$ cat src/rtl/bsg_tag_packet_tx_pkg.sv
// bsg_tag_tx_pkg: types and helpers shared by the bsg_tag serial transmitter
// RTL and its bench.
//   state_e    : transmitter frame states
//   frame_bits : frame length in bit periods for a given field layout
package bsg_tag_tx_pkg;

  typedef enum logic [2:0] {
    IDLE,
    START,
    ID,
    DNR,
    LEN,
    PAYLOAD,
    GAP
  } state_e;

  // start + id + data_not_reset + len + payload + gap, in bit periods
  function automatic int frame_bits(int id_w, int lg_w, int len, int gap_bits);
    return 2 + id_w + lg_w + len + gap_bits;
  endfunction

endpackage

$ cat src/rtl/bsg_tag_packet_tx_if.sv
// bsg_tag_packet_tx_if: valid/ready request bundle for one tag write.
//   v, ready        : handshake (accept on v & ready)
//   id              : destination node id
//   data_not_reset  : 1 = data write, 0 = client reset packet
//   len             : payload bit count
//   payload         : payload, bit 0 sent first
// master drives the request; slave (the transmitter) drives ready.
interface bsg_tag_packet_tx_if #(
  parameter int id_w       = 4,
  parameter int lg_width_p = 4
);
  localparam int payload_w = (1 << lg_width_p) - 1;

  logic                  v;
  logic                  ready;
  logic [id_w-1:0]       id;
  logic                  data_not_reset;
  logic [lg_width_p-1:0] len;
  logic [payload_w-1:0]  payload;

  modport master (output v, id, data_not_reset, len, payload, input ready);
  modport slave  (input v, id, data_not_reset, len, payload, output ready);
endinterface

$ cat src/rtl/bsg_tag_packet_tx_bit_timer.sv
// bsg_tag_bit_timer: bit-period counter for the tag transmitter.
//   clk_i, reset_i : clock, async active-high reset
//   en_i           : count while a frame is in progress; held at 0 otherwise
//   load_i         : restart the period at count 0
//   bit_end_o      : one-cycle pulse on the last cycle of each bit period
module bsg_tag_bit_timer #(
  parameter int bit_cycles_p = 4
) (
  input  logic clk_i,
  input  logic reset_i,
  input  logic en_i,
  input  logic load_i,
  output logic bit_end_o
);
  localparam int w = (bit_cycles_p > 1) ? $clog2(bit_cycles_p) : 1;
  localparam logic [w-1:0] last_c = w'(bit_cycles_p - 1);

  logic [w-1:0] cnt_q, cnt_d;

  always_comb begin
    cnt_d = cnt_q;
    if (load_i || !en_i)     cnt_d = '0;
    else if (cnt_q == last_c) cnt_d = '0;
    else                      cnt_d = cnt_q + w'(1);
  end

  always_ff @(posedge clk_i or posedge reset_i) begin
    if (reset_i) cnt_q <= '0;
    else         cnt_q <= cnt_d;
  end

  // with bit_cycles_p == 1 the count is always 0, so every enabled cycle ends a bit
  assign bit_end_o = en_i & ~load_i & (cnt_q == last_c);

endmodule

$ cat src/rtl/bsg_tag_packet_tx.sv
// bsg_tag_packet_tx: serialises one bsg_tag write per handshake onto tag_data_o.
// Frame: start(1), id LSB first, data_not_reset, len LSB first,
// payload LSB first (len bits), gap_bits_p zeros. Each bit held bit_cycles_p cycles.
//   clk_i, reset_i : clock, async active-high reset
//   req_if         : request bundle (slave side)
//   tag_data_o     : registered serial line, idle 0
//   busy_o         : frame or gap in progress
module bsg_tag_packet_tx
  import bsg_tag_tx_pkg::*;
#(
  parameter int els_p        = 16,
  parameter int lg_width_p   = 4,
  parameter int bit_cycles_p = 4,
  parameter int gap_bits_p   = 2
) (
  input  logic               clk_i,
  input  logic               reset_i,
  bsg_tag_packet_tx_if.slave req_if,
  output logic               tag_data_o,
  output logic               busy_o
);
  localparam int id_w      = (els_p > 1) ? $clog2(els_p) : 1;
  localparam int payload_w = (1 << lg_width_p) - 1;
  localparam int cnt_w     = $clog2(payload_w + id_w + lg_width_p + gap_bits_p + 2);
  localparam logic [cnt_w-1:0] one_c = cnt_w'(1);

  state_e                state_q;
  logic [id_w-1:0]       id_q;
  logic                  dnr_q;
  logic [lg_width_p-1:0] len_q;
  logic [lg_width_p-1:0] plen_q;  // unshifted copy of len, drives payload count
  logic [payload_w-1:0]  pay_q;
  logic [cnt_w-1:0]      fcnt_q;
  logic                  tag_q;

  logic [id_w-1:0]       id_d;
  logic [lg_width_p-1:0] len_d;
  logic [payload_w-1:0]  pay_d;
  logic                  hs, bit_end, last_bit;

  assign req_if.ready = (state_q == IDLE);
  assign hs           = req_if.v & req_if.ready;
  assign busy_o       = (state_q != IDLE);
  assign tag_data_o   = tag_q;

  assign id_d     = id_q >> 1;
  assign len_d    = len_q >> 1;
  assign pay_d    = pay_q >> 1;
  assign last_bit = bit_end & (fcnt_q == one_c);

  bsg_tag_bit_timer #(.bit_cycles_p(bit_cycles_p)) timer (
    .clk_i    (clk_i),
    .reset_i  (reset_i),
    .en_i     (busy_o),
    .load_i   (hs),
    .bit_end_o(bit_end)
  );

  // the outgoing bit is loaded into tag_q on the same edge that enters or
  // advances a field, so the line always carries the current field LSB
  always_ff @(posedge clk_i or posedge reset_i) begin
    if (reset_i) begin
      state_q <= IDLE;
      id_q    <= '0;
      dnr_q   <= 1'b0;
      len_q   <= '0;
      plen_q  <= '0;
      pay_q   <= '0;
      fcnt_q  <= '0;
      tag_q   <= 1'b0;
    end else begin
      case (state_q)
        IDLE: begin
          tag_q <= 1'b0;
          if (hs) begin
            id_q    <= req_if.id;
            dnr_q   <= req_if.data_not_reset;
            len_q   <= req_if.len;
            plen_q  <= req_if.len;
            pay_q   <= req_if.payload;
            fcnt_q  <= one_c;
            tag_q   <= 1'b1;
            state_q <= START;
          end
        end
        START: if (bit_end) begin
          state_q <= ID;
          fcnt_q  <= cnt_w'(id_w);
          tag_q   <= id_q[0];
        end
        ID: if (bit_end) begin
          id_q <= id_d;
          if (last_bit) begin
            state_q <= DNR;
            fcnt_q  <= one_c;
            tag_q   <= dnr_q;
          end else begin
            fcnt_q <= fcnt_q - one_c;
            tag_q  <= id_d[0];
          end
        end
        DNR: if (bit_end) begin
          state_q <= LEN;
          fcnt_q  <= cnt_w'(lg_width_p);
          tag_q   <= len_q[0];
        end
        LEN: if (bit_end) begin
          len_q <= len_d;
          if (last_bit) begin
            if (plen_q == '0) begin
              state_q <= GAP;
              fcnt_q  <= cnt_w'(gap_bits_p);
              tag_q   <= 1'b0;
            end else begin
              state_q <= PAYLOAD;
              fcnt_q  <= cnt_w'(plen_q);
              tag_q   <= pay_q[0];
            end
          end else begin
            fcnt_q <= fcnt_q - one_c;
            tag_q  <= len_d[0];
          end
        end
        PAYLOAD: if (bit_end) begin
          pay_q <= pay_d;
          if (last_bit) begin
            state_q <= GAP;
            fcnt_q  <= cnt_w'(gap_bits_p);
            tag_q   <= 1'b0;
          end else begin
            fcnt_q <= fcnt_q - one_c;
            tag_q  <= pay_d[0];
          end
        end
        GAP: if (bit_end) begin
          tag_q <= 1'b0;
          if (last_bit) begin
            state_q <= IDLE;
            fcnt_q  <= '0;
          end else begin
            fcnt_q <= fcnt_q - one_c;
          end
        end
        default: begin
          state_q <= IDLE;
          tag_q   <= 1'b0;
        end
      endcase
    end
  end

`ifndef SYNTHESIS
  // frame occupancy must match the field layout exactly
  logic [15:0] busy_cycles_q;
  always_ff @(posedge clk_i or posedge reset_i) begin
    if (reset_i)     busy_cycles_q <= '0;
    else if (hs)     busy_cycles_q <= '0;
    else if (busy_o) busy_cycles_q <= busy_cycles_q + 16'd1;
  end
  always_ff @(posedge clk_i) begin
    if (!reset_i && state_q == GAP && last_bit)
      assert (int'(busy_cycles_q) + 1 ==
              bit_cycles_p * frame_bits(id_w, lg_width_p, int'(plen_q), gap_bits_p));
  end
`endif

endmodule

$ cat src/flat_wrapper.sv
// flat-port wrapper written by rule: the top's interface ports become plain ports
module bsg_tag_packet_tx_flat import bsg_tag_tx_pkg::*;
#(
  parameter int els_p        = 16,
  parameter int lg_width_p   = 4,
  parameter int bit_cycles_p = 4,
  parameter int gap_bits_p   = 2
)
  (clk_i, reset_i, tag_data_o, busy_o, req_if_v, req_if_id, req_if_data_not_reset, req_if_len, req_if_payload, req_if_ready);
  bsg_tag_packet_tx_if #(.id_w(4), .lg_width_p(lg_width_p)) req_if_i ();
  input  logic clk_i;
  input  logic reset_i;
  output logic tag_data_o;
  output logic busy_o;
  input wire logic [$bits(req_if_i.v)-1:0] req_if_v;
  input wire logic [$bits(req_if_i.id)-1:0] req_if_id;
  input wire logic [$bits(req_if_i.data_not_reset)-1:0] req_if_data_not_reset;
  input wire logic [$bits(req_if_i.len)-1:0] req_if_len;
  input wire logic [$bits(req_if_i.payload)-1:0] req_if_payload;
  output wire logic [$bits(req_if_i.ready)-1:0] req_if_ready;
  assign req_if_i.v = req_if_v;
  assign req_if_i.id = req_if_id;
  assign req_if_i.data_not_reset = req_if_data_not_reset;
  assign req_if_i.len = req_if_len;
  assign req_if_i.payload = req_if_payload;
  assign req_if_ready = req_if_i.ready;
  bsg_tag_packet_tx #(.els_p(els_p), .lg_width_p(lg_width_p), .bit_cycles_p(bit_cycles_p), .gap_bits_p(gap_bits_p)) u_core (.clk_i(clk_i), .reset_i(reset_i), .req_if(req_if_i), .tag_data_o(tag_data_o), .busy_o(busy_o));
endmodule
$ cat config.mk
export PLATFORM = sky130hd
export DESIGN_NAME = bsg_tag_packet_tx_flat
export DESIGN_NICKNAME = d
export VERILOG_FILES = /design/src/rtl/bsg_tag_packet_tx_pkg.sv /design/src/rtl/bsg_tag_packet_tx_if.sv /design/src/rtl/bsg_tag_packet_tx_bit_timer.sv /design/src/rtl/bsg_tag_packet_tx.sv /design/src/flat_wrapper.sv
export SDC_FILE = /design/constraint.sdc
export NUM_CORES = 1
export LEC_CHECK = 0
export CAP_MARGIN = 20
export CELL_PAD_IN_SITES_DETAIL_PLACEMENT = 0
export CELL_PAD_IN_SITES_GLOBAL_PLACEMENT = 2
export CORE_UTILIZATION = 34
export CTS_CLUSTER_DIAMETER = 50
export CTS_CLUSTER_SIZE = 16
export DETAILED_ROUTE_END_ITERATION = 8
export PLACE_DENSITY_LB_ADDON = 0.12
export SYNTH_ARGS = -nofsm -noshare
export SYNTH_HDL_FRONTEND = slang
export SYNTH_SLANG_ARGS = --single-unit
$ cat constraint.sdc
create_clock -name clk_i -period 2.1 [get_ports clk_i]
set_clock_uncertainty 0.05 [all_clocks]
set_input_delay 0.42 -clock clk_i [delete_from_list [all_inputs] [get_ports clk_i]]
set_output_delay 0.42 -clock clk_i [all_outputs]
set_load 0.01 [all_outputs]
* Word level (Yosys, flattened, before mapping)
Index checks and enable logic that the tools add are counted.
Storage, ports and cells: flip-flop bits (word level) 39, word-level logic and storage cells 101, output and inout bits 3
Cells by class: bitwise logic cells 5, multiplexer cells 48, equal/unequal tests 20, reductions and logical operators 17, add/sub/neg operators 2
Operators by type and width (count):
- $mux W5 | 10
- $mux W3 | 11
- $mux W15 | 2
- $pmux W15 S2 | 1
- $pmux W5 S6 | 1
- $ne A2 B1 Y1 const B | 11
- $pmux W3 S7 | 1
- $mux W4 | 5
- $pmux W4 S2 | 2
- $mux W1 | 11
- $reduce_and A11 Y1 | 1
- $eq A3 B3 Y1 const B | 3
- $reduce_and A3 Y1 | 3
- $pmux W1 S7 | 1
- $reduce_and A7 Y1 | 1
- $eq A3 B2 Y1 const B | 2
- $mux W2 | 3
- $reduce_and A6 Y1 | 1
- $reduce_bool A2 Y1 | 3
- $reduce_bool A6 Y1 | 1
- $eq A5 B1 Y1 const B | 1
- $sub A5 B1 Y5 const B | 1
- $and A1 B1 Y1 | 4
- $logic_not A4 Y1 | 1
- 11 further kinds | 11

* Depth between registers and ports, before layout
Gate-level depths: netlist of run 1.
depth in word-level cells 9, mapped depth 7, mapped depth without buffers 6

* Modules after synthesis
Synthesis of run 1 repeated with hierarchy kept, for this count alone.
Unflattened totals: cell total of the unflattened synthesis 235, area, all modules 2195.9 µm²
Modules (own cells, without submodules):
- bsg_tag_packet_tx | seq. area each 925.9 µm², instances 1, cells each 228, area each 2097.0 µm²
- bsg_tag_bit_timer | seq. area each 50.0 µm², instances 1, cells each 7, area each 98.8 µm²

* Least setup slack after synthesis of run 1
OpenSTA, ideal clock, no wires.
kind register -> register, start register u_core.fcnt_q[1], end register u_core.state_q[2], library setup time 0.128 ns, data required time 1.922 ns, path slack 0.362 ns, cell stages (with the launch flop) 7, data arrival time 1.560 ns, clock period less this slack 1.738 ns, path buffers 0, path through dfrtp_1 > inv_1 > ha_1 > nor4b_4 > o211ai_2 > a21oi_1 > mux2_1
On the way: cells in the longest elaborated chain, start to end 4
RTL lines:
- from (decl) | line bsg_tag_packet_tx.sv:33 | logic [cnt_w-1:0] fcnt_q;
- from (signal assigned) | line bsg_tag_packet_tx.sv:81 | fcnt_q <= one_c;
- from (signal assigned) | line bsg_tag_packet_tx.sv:88 | fcnt_q <= cnt_w'(id_w);
- from (signal assigned) | line bsg_tag_packet_tx.sv:95 | fcnt_q <= one_c;
- $eq A5 B1 Y1 * | line bsg_tag_packet_tx.sv:49 | assign last_bit = bit_end & (fcnt_q == one_c);
- $and A1 B1 Y1 * | line bsg_tag_packet_tx.sv:49
- $ne A2 B1 Y1 (no line)
- $reduce_and A11 Y1 (no line) *
- to (signal assigned) | line bsg_tag_packet_tx.sv:63 | state_q <= IDLE;
- to (signal assigned) | line bsg_tag_packet_tx.sv:83 | state_q <= START;
- to (signal assigned) | line bsg_tag_packet_tx.sv:87 | state_q <= ID;
- to (decl) | line bsg_tag_packet_tx.sv:27 | state_e state_q;
Every way passes the cells marked *; elsewhere a longest branch is shown, timed or not. A chain may end at the register's enable or synchronous reset.

* Worst setup path in the final report of run 1
start register u_core.state_q[1], end output port req_if_ready
On the way: cells in the longest elaborated chain, start to end 1
RTL lines:
- $logic_not A3 Y1 | line bsg_tag_packet_tx.sv:41 | assign req_if.ready = (state_q == IDLE);
- to (decl) | line flat_wrapper.sv:20 | output wire logic [$bits(req_if_i.ready)-1:0] req_if_ready;
No other way between the ends.

==> out/metrics.yaml, run 1 <==
outcome:
  outcome: "finished clean"
logic_synthesis:
  netlist_instances: 228
  yosysUniqueCellTypes: 50
  ys_seq_elements: 39
  synth_top_flop_cell: "dfrtp_1"
  syn_avg_cell_area_um2: 9.54
  synthArstFlopShare_pct: 100
  yosysWarnings: 0
  synth_edf_count: 0
  syn_area_um2: 2180
  synthesis.nets: 258
  ys_seq_area_share_pct: 44.9
sta:
  worstMarginPinSlew_ns: 0.673
  min_period_ns: 1.95
  max_freq_ghz: 0.512
  setup_tns_ns: 0
  post-route-period-util_pct: 93.1
  rsz0062_at_grt: "no"
  maxSlewHeadroom_pct: 55.2
  hold_viol: 0
  slew_violations: 0
  setup_ws_ns: 0.146
  worst_hold_slack_ns: 0.396
  setup_violations: 0
global_route:
  grt_pass1_wl_um: 8780
  antenna_found_initial: 0
  grt_pass1_vias: 1761
  gr-total-overflow: 0
  grtUsageTotal_pct: 17.4
  grt.met1_usage_pct: 22.5
  busiest_layer: "met2"
  use_met2_pct: 28.8
  grt_util_met3_pct: 3.22
  grt_max_degree: 40
final_layout:
  fin_nets: 298
  final_util_pct: 45.7
  stdcell_area_um2: 2770
  fin_cells: 344
  drive_gt1_share_pct: 15.2
  diodes: 0
  layout_common_cells: "nand2_1 (44), dfrtp_1 (39), clkdlybuf4s50_1 (27)"
  fill_cells: 607
  layout_commonest_cell: "nand2_1"
  area_growth_syn_to_layout_pct: 27.3
power:
  p_leak_nw: 1.28
  vdd_ir_drop_max_v: 0.000748
  p_per_area_nw_per_um2: 1450
  power_mw: 4.01
worst_hold_path:
  min-delay-start: "u_core.timer.cnt_q[0]$_DFF_PP0_"
  hp-class: "reg2reg"
routing:
  routedWlPerCell_um: 14.4
  route.vias.total: 1723
  wirelength_um: 4940
  viasPerCell: 5.01
  ant_nets: 0
  drc: 0
  drtIter0Drc: 72
  first_pass_iters: 4
cts:
  root_buffer: "clkbuf_8"
  cts.htree.levels: 2
  clkLatencyLatePin_ns: 0.29
  cts.sinks: 39
  cts_made_buffers: 5
  clock_path_buffers: 2
  cts_tree: "done"
  clkSlewWorstSetupHoldPaths_ns: 0.08
setup_path:
  cp_data_arrival_time_ns: 1.48
  crit_start: "u_core.state_q[1]$_DFFE_PP0P_"
  endpoint_kind: "output port"
  critical_path_class: "reg2out"
  path_max_fanout: 4
  cp-start-kind: "register"
  cp.required_ns: 1.63
  worstReg2RegStart: "u_core.state_q[1]$_DFFE_PP0P_"
place:
  post-place-ws_ns: -0.339
  dpl_cell_area_um2: 2630
  hpwl_um: 3550
  gp_congestion: 0.763
  dp_cells: 336
  portBuffers: 29
floorplan:
  die_area_um2: 6720
  die_w_um: 82.0
  start_util_pct: 35.9
  core-area_um2: 6060
  rows: 28
  io_pins: 30
  die_h_um: 82.0
run:
  cap_violations: 0
-- where the power goes --
part	total, mW	leakage [nW]	switching (mW)	internal, mW
Clock	0.650	0.0587	0.290	0.360
Combinational	2.07	0.718	1.12	0.942
Sequential	1.30	0.499	0.230	1.07
-- final timing paths --
path / to / slack (ns) / depth (start not counted)
max reg2reg: u_core.state_q[2]$_DFFE_PP0P_ / 0.18 / 6
max in group asynchronous: u_core.pay_q[9]$_DFFE_PP0P_ / 1.13 / 3
min reg2reg: u_core.timer.cnt_q[0]$_DFF_PP0_ / 0.40 / 1
min: u_core.timer.cnt_q[0]$_DFF_PP0_ / 0.40 / 1
min in group asynchronous: u_core.timer.cnt_q[1]$_DFF_PP0_ / 0.49 / 3
max: req_if_ready / 0.15 / 3
-- registers in the layout, summed over array words and instances, names as in the netlist --
register	flops
u_core.id_q	4
u_core.timer.cnt_q	2
u_core.plen_q	4
u_core.dnr_q	1
u_core.tag_data_o	1
u_core.fcnt_q	5
u_core.len_q	4
u_core.pay_q	15
u_core.state_q	3
-- worst max-delay path: stages (launching register included) --
cell and delay, ns:
dfrtp_1 0.41, or3_4 0.42, inv_2 0.09, dlygate4sd2_1 0.27
-- cell families after synthesis --
logic type | Yosys count | synth area share [%]
AND/OR/NAND/NOR | 79 | 18.2
flip-flops | 39 | 44.9
AO/OA/AOI/OAI | 61 | 20.0
multiplexers | 21 | 9.83
adder cells (fa/ha/maj) | 3 | 1.73
buffers and inverters | 25 | 5.46
-- layer usage --
layer / up-vias / share of wire [%] / wire [um]
li1: 888 / - / -
met1: 808 / 49 / 2410
met2: 20 / 48 / 2370
met3: 7 / 1.9 / 96
met4: 0 / 1.4 / 70
met5: - / 0 / 0
-- final cells by class --
cell class / instances / area [um^2] / share of cell area (%)
multi-input cells: 164 / 1110 / 40.1
flip-flops and latches: 39 / 976 / 35.2
repair buffers: 46 / 428 / 15.5
well taps: 75 / 93.8 / 3.39
clock buffers: 5 / 68.8 / 2.49
clock inverters: 3 / 47.5 / 1.72
inverters: 12 / 45.0 / 1.63
-- synth_stat cells (all sizes together), types with 4 or more instances --
library cell | number | area (um^2)
nand2 | 46 | 178
dfrtp | 39 | 976
o21ai | 22 | 110
mux2i | 18 | 180
inv | 12 | 45.0
a21oi | 11 | 55.1
buf | 10 | 62.6
nand3 | 7 | 35.0
nor2 | 6 | 22.5
a21boi | 4 | 30.0
-- repair_timing --
| action | CTS | global route |
|---|---|---|
| resized for setup | 4 | 1 |
| cloned | 0 | 0 |
| buffers inserted | 0 | 0 |
| hold buffers | 0 | 0 |
| endpoints found under the setup margin | 16 | 1 |
Note: power is estimated with default switching activity, not from simulation.
==> run 2: changes to the inputs <==
==> constraint.sdc (replaced) <==
create_clock -name clk_i -period 1.89 [get_ports clk_i]
set_clock_uncertainty 0.05 [all_clocks]
set_input_delay 0.378 -clock clk_i [delete_from_list [all_inputs] [get_ports clk_i]]
set_output_delay 0.378 -clock clk_i [all_outputs]
set_load 0.01 [all_outputs]
==> out/metrics.yaml, run 2 (synthesized netlist as in run 1, its figures left out) <==
global_route:
  grt_pass1_vias: 1741
  gr-total-overflow: 0
  antenna_found_initial: 0
  grt_max_degree: 40
  grtUsageTotal_pct: 17.2
  grt_pass1_wl_um: 8710
cts:
  clkSlewWorstSetupHoldPaths_ns: 0.08
  cts.htree.levels: 2
  clock_path_buffers: 2
  clkLatencyLatePin_ns: 0.29
  cts_hold_buf: 0
  cts_tree: "done"
  cts.sinks: 39
  cts_made_buffers: 5
  root_buffer: "clkbuf_8"
power:
  power_mw: 4.56
  p_leak_nw: 1.32
  clockPowerShare_pct: 14.0
  switchingPower_mw: 1.85
  pwr-share-seq_pct: 30.9
  p_per_area_nw_per_um2: 1600
  vdd_ir_drop_max_v: 0.000641
  p_sw_share_pct: 40.5
  internal-power_mw: 2.71
  p_comb_share_pct: 55.1
setup_path:
  cp-start-kind: "register"
  crit-reg2reg-capture: "u_core.state_q[2]$_DFFE_PP0P_"
  worstReg2RegStart: "u_core.timer.cnt_q[0]$_DFF_PP0_"
  path_max_fanout: 4
  path_buf_inv: 1
  path_delay_family: "simple AND/OR/NAND/NOR gates"
  rrSetupSlack_ns: 0.07
  crit_chain: "or3_4, dlygate4sd2_1"
  endpoint_kind: "output port"
  cp_data_arrival_time_ns: 1.40
  crit_slowest_cell: "or3_4"
  critical_path_class: "reg2out"
  max_stage_delay_ns: 0.42
  cp.required_ns: 1.46
  worst-r2r-cell-count: 5
sta:
  min_period_ns: 1.83
  worstMarginPinSlew_ns: 0.388
  setup_violations: 0
  rsz0062_at_grt: "no"
  worst_hold_slack_ns: 0.380
  setup_tns_ns: 0
  slew_violations: 0
  post-route-period-util_pct: 96.6
  maxSlewHeadroom_pct: 74.0
  max_freq_ghz: 0.548
  hold_viol: 0
floorplan:
  rows: 28
  start_util_pct: 35.9
  core-area_um2: 6060
  die_h_um: 82.0
  die_w_um: 82.0
  io_pins: 30
  die_area_um2: 6720
routing:
  drtIter0Drc: 70
  route.vias.total: 1765
  viasPerCell: 4.99
  routedWlPerCell_um: 14.1
  ant_nets: 0
  drc: 0
  wirelength_um: 5000
  first_pass_iters: 4
final_layout:
  area_growth_syn_to_layout_pct: 30.7
  stdcell_area_um2: 2840
  top_register: "u_core.pay_q"
  largest_reg_flops: 15
  layout_common_cells: "nand2_1 (44), dfrtp_1 (39), clkdlybuf4s50_1 (27)"
  fin_cells: 354
  fin_nets: 308
  layout_commonest_cell: "nand2_1"
  reg_top3: "u_core.pay_q: 15 flops, u_core.fcnt_q: 5 flops"
  diodes: 0
  drive_gt1_share_pct: 18.3
place:
  dp_cells: 343
  dpl_cell_area_um2: 2700
  gp_congestion: 0.722
  portBuffers: 29
  hpwl_um: 3550
outcome:
  outcome: "finished clean"
worst_hold_path:
  hp-class: "in2async"
run:
  cap_violations: 0
==> run 2: power by group through the flow <==
stage               combinational [mW]  sequential (mW)  clock (mW)
floorplan                         1.65             1.39           0
global placement                  2.41             1.42           0
detailed placement                2.41             1.43           0
CTS                               2.42             1.41       0.662
global route                      2.81             1.45       0.695
finish                            2.51             1.41       0.637
==> run 2: worst max-delay path by stage <==
stage	cells after the start	to	slack (ns)	start
6_report	2	busy_o	0.06	u_core.state_q[0]$_DFFE_PP0P_
5_1_grt	7	u_core.state_q[2]$_DFFE_PP0P_	0.01	u_core.fcnt_q[1]$_DFFE_PP0P_
4_1_cts	3	req_if_ready	0.02	u_core.state_q[0]$_DFFE_PP0P_
3_5_place_dp	6	u_core.pay_q[12]$_DFFE_PP0P_	-0.00006	req_if_v
3_3_place_gp	6	u_core.fcnt_q[2]$_DFFE_PP0P_	0.05	u_core.timer.cnt_q[0]$_DFF_PP0_
2_1_floorplan	6	u_core.state_q[2]$_DFFE_PP0P_	0.15	u_core.fcnt_q[1]$_DFFE_PP0P_
==> run 2: cell type report <==
class                      instances  area, um^2
timing repair buffer              56         520
clock buffer                       7        96.3
fill                             598        3220
clock inverter                     1        7.51
tap                               75        93.8
inverter                          12        45.0
sequential                        39         976
multi-input combinational        164        1100
==> run 2: timing repair <==
| item | CTS | global route |
|---|---|---|
| setup buffers | 0 | 3 |
| pin swaps | 0 | 0 |
| setup endpoints to repair | 2 | 18 |
| resized for setup | 3 | 5 |
==> run 2: tightest hold or removal path, delay by kind of cell <==
kind	cells	cell delay, ns
buffers and inverters	3	0.71
==> run 2: through the flow <==
step                      utilization (%)  setup WS [ns]
after floorplan                         -          0.152
after global placement               44.5         0.0462
after detailed placement             44.5     -0.0000622
after CTS                            46.3         0.0217
after global routing                 46.9         0.0107
final                                46.9         0.0647
==> run 2: routing by layer <==
layer	vias up	part of all wire [%]	global-route usage, %
met1	842	49	22.1
met4	0	0.68	4.74
li1	901	-	-
met3	4	2.3	3.78
met5	-	0	0
met2	18	48	28.8
==> run 3: changes to the inputs <==
--- a/config.mk
+++ b/config.mk
@@ -12,6 +12,7 @@
 export CTS_CLUSTER_DIAMETER = 50
 export CTS_CLUSTER_SIZE = 16
 export DETAILED_ROUTE_END_ITERATION = 8
+export GPL_ROUTABILITY_DRIVEN = 0
 export PLACE_DENSITY_LB_ADDON = 0.12
 export SYNTH_ARGS = -nofsm -noshare
 export SYNTH_HDL_FRONTEND = slang
==> results of run 3 <==
Final layout, timing and power as in run 2 (identical DEF).
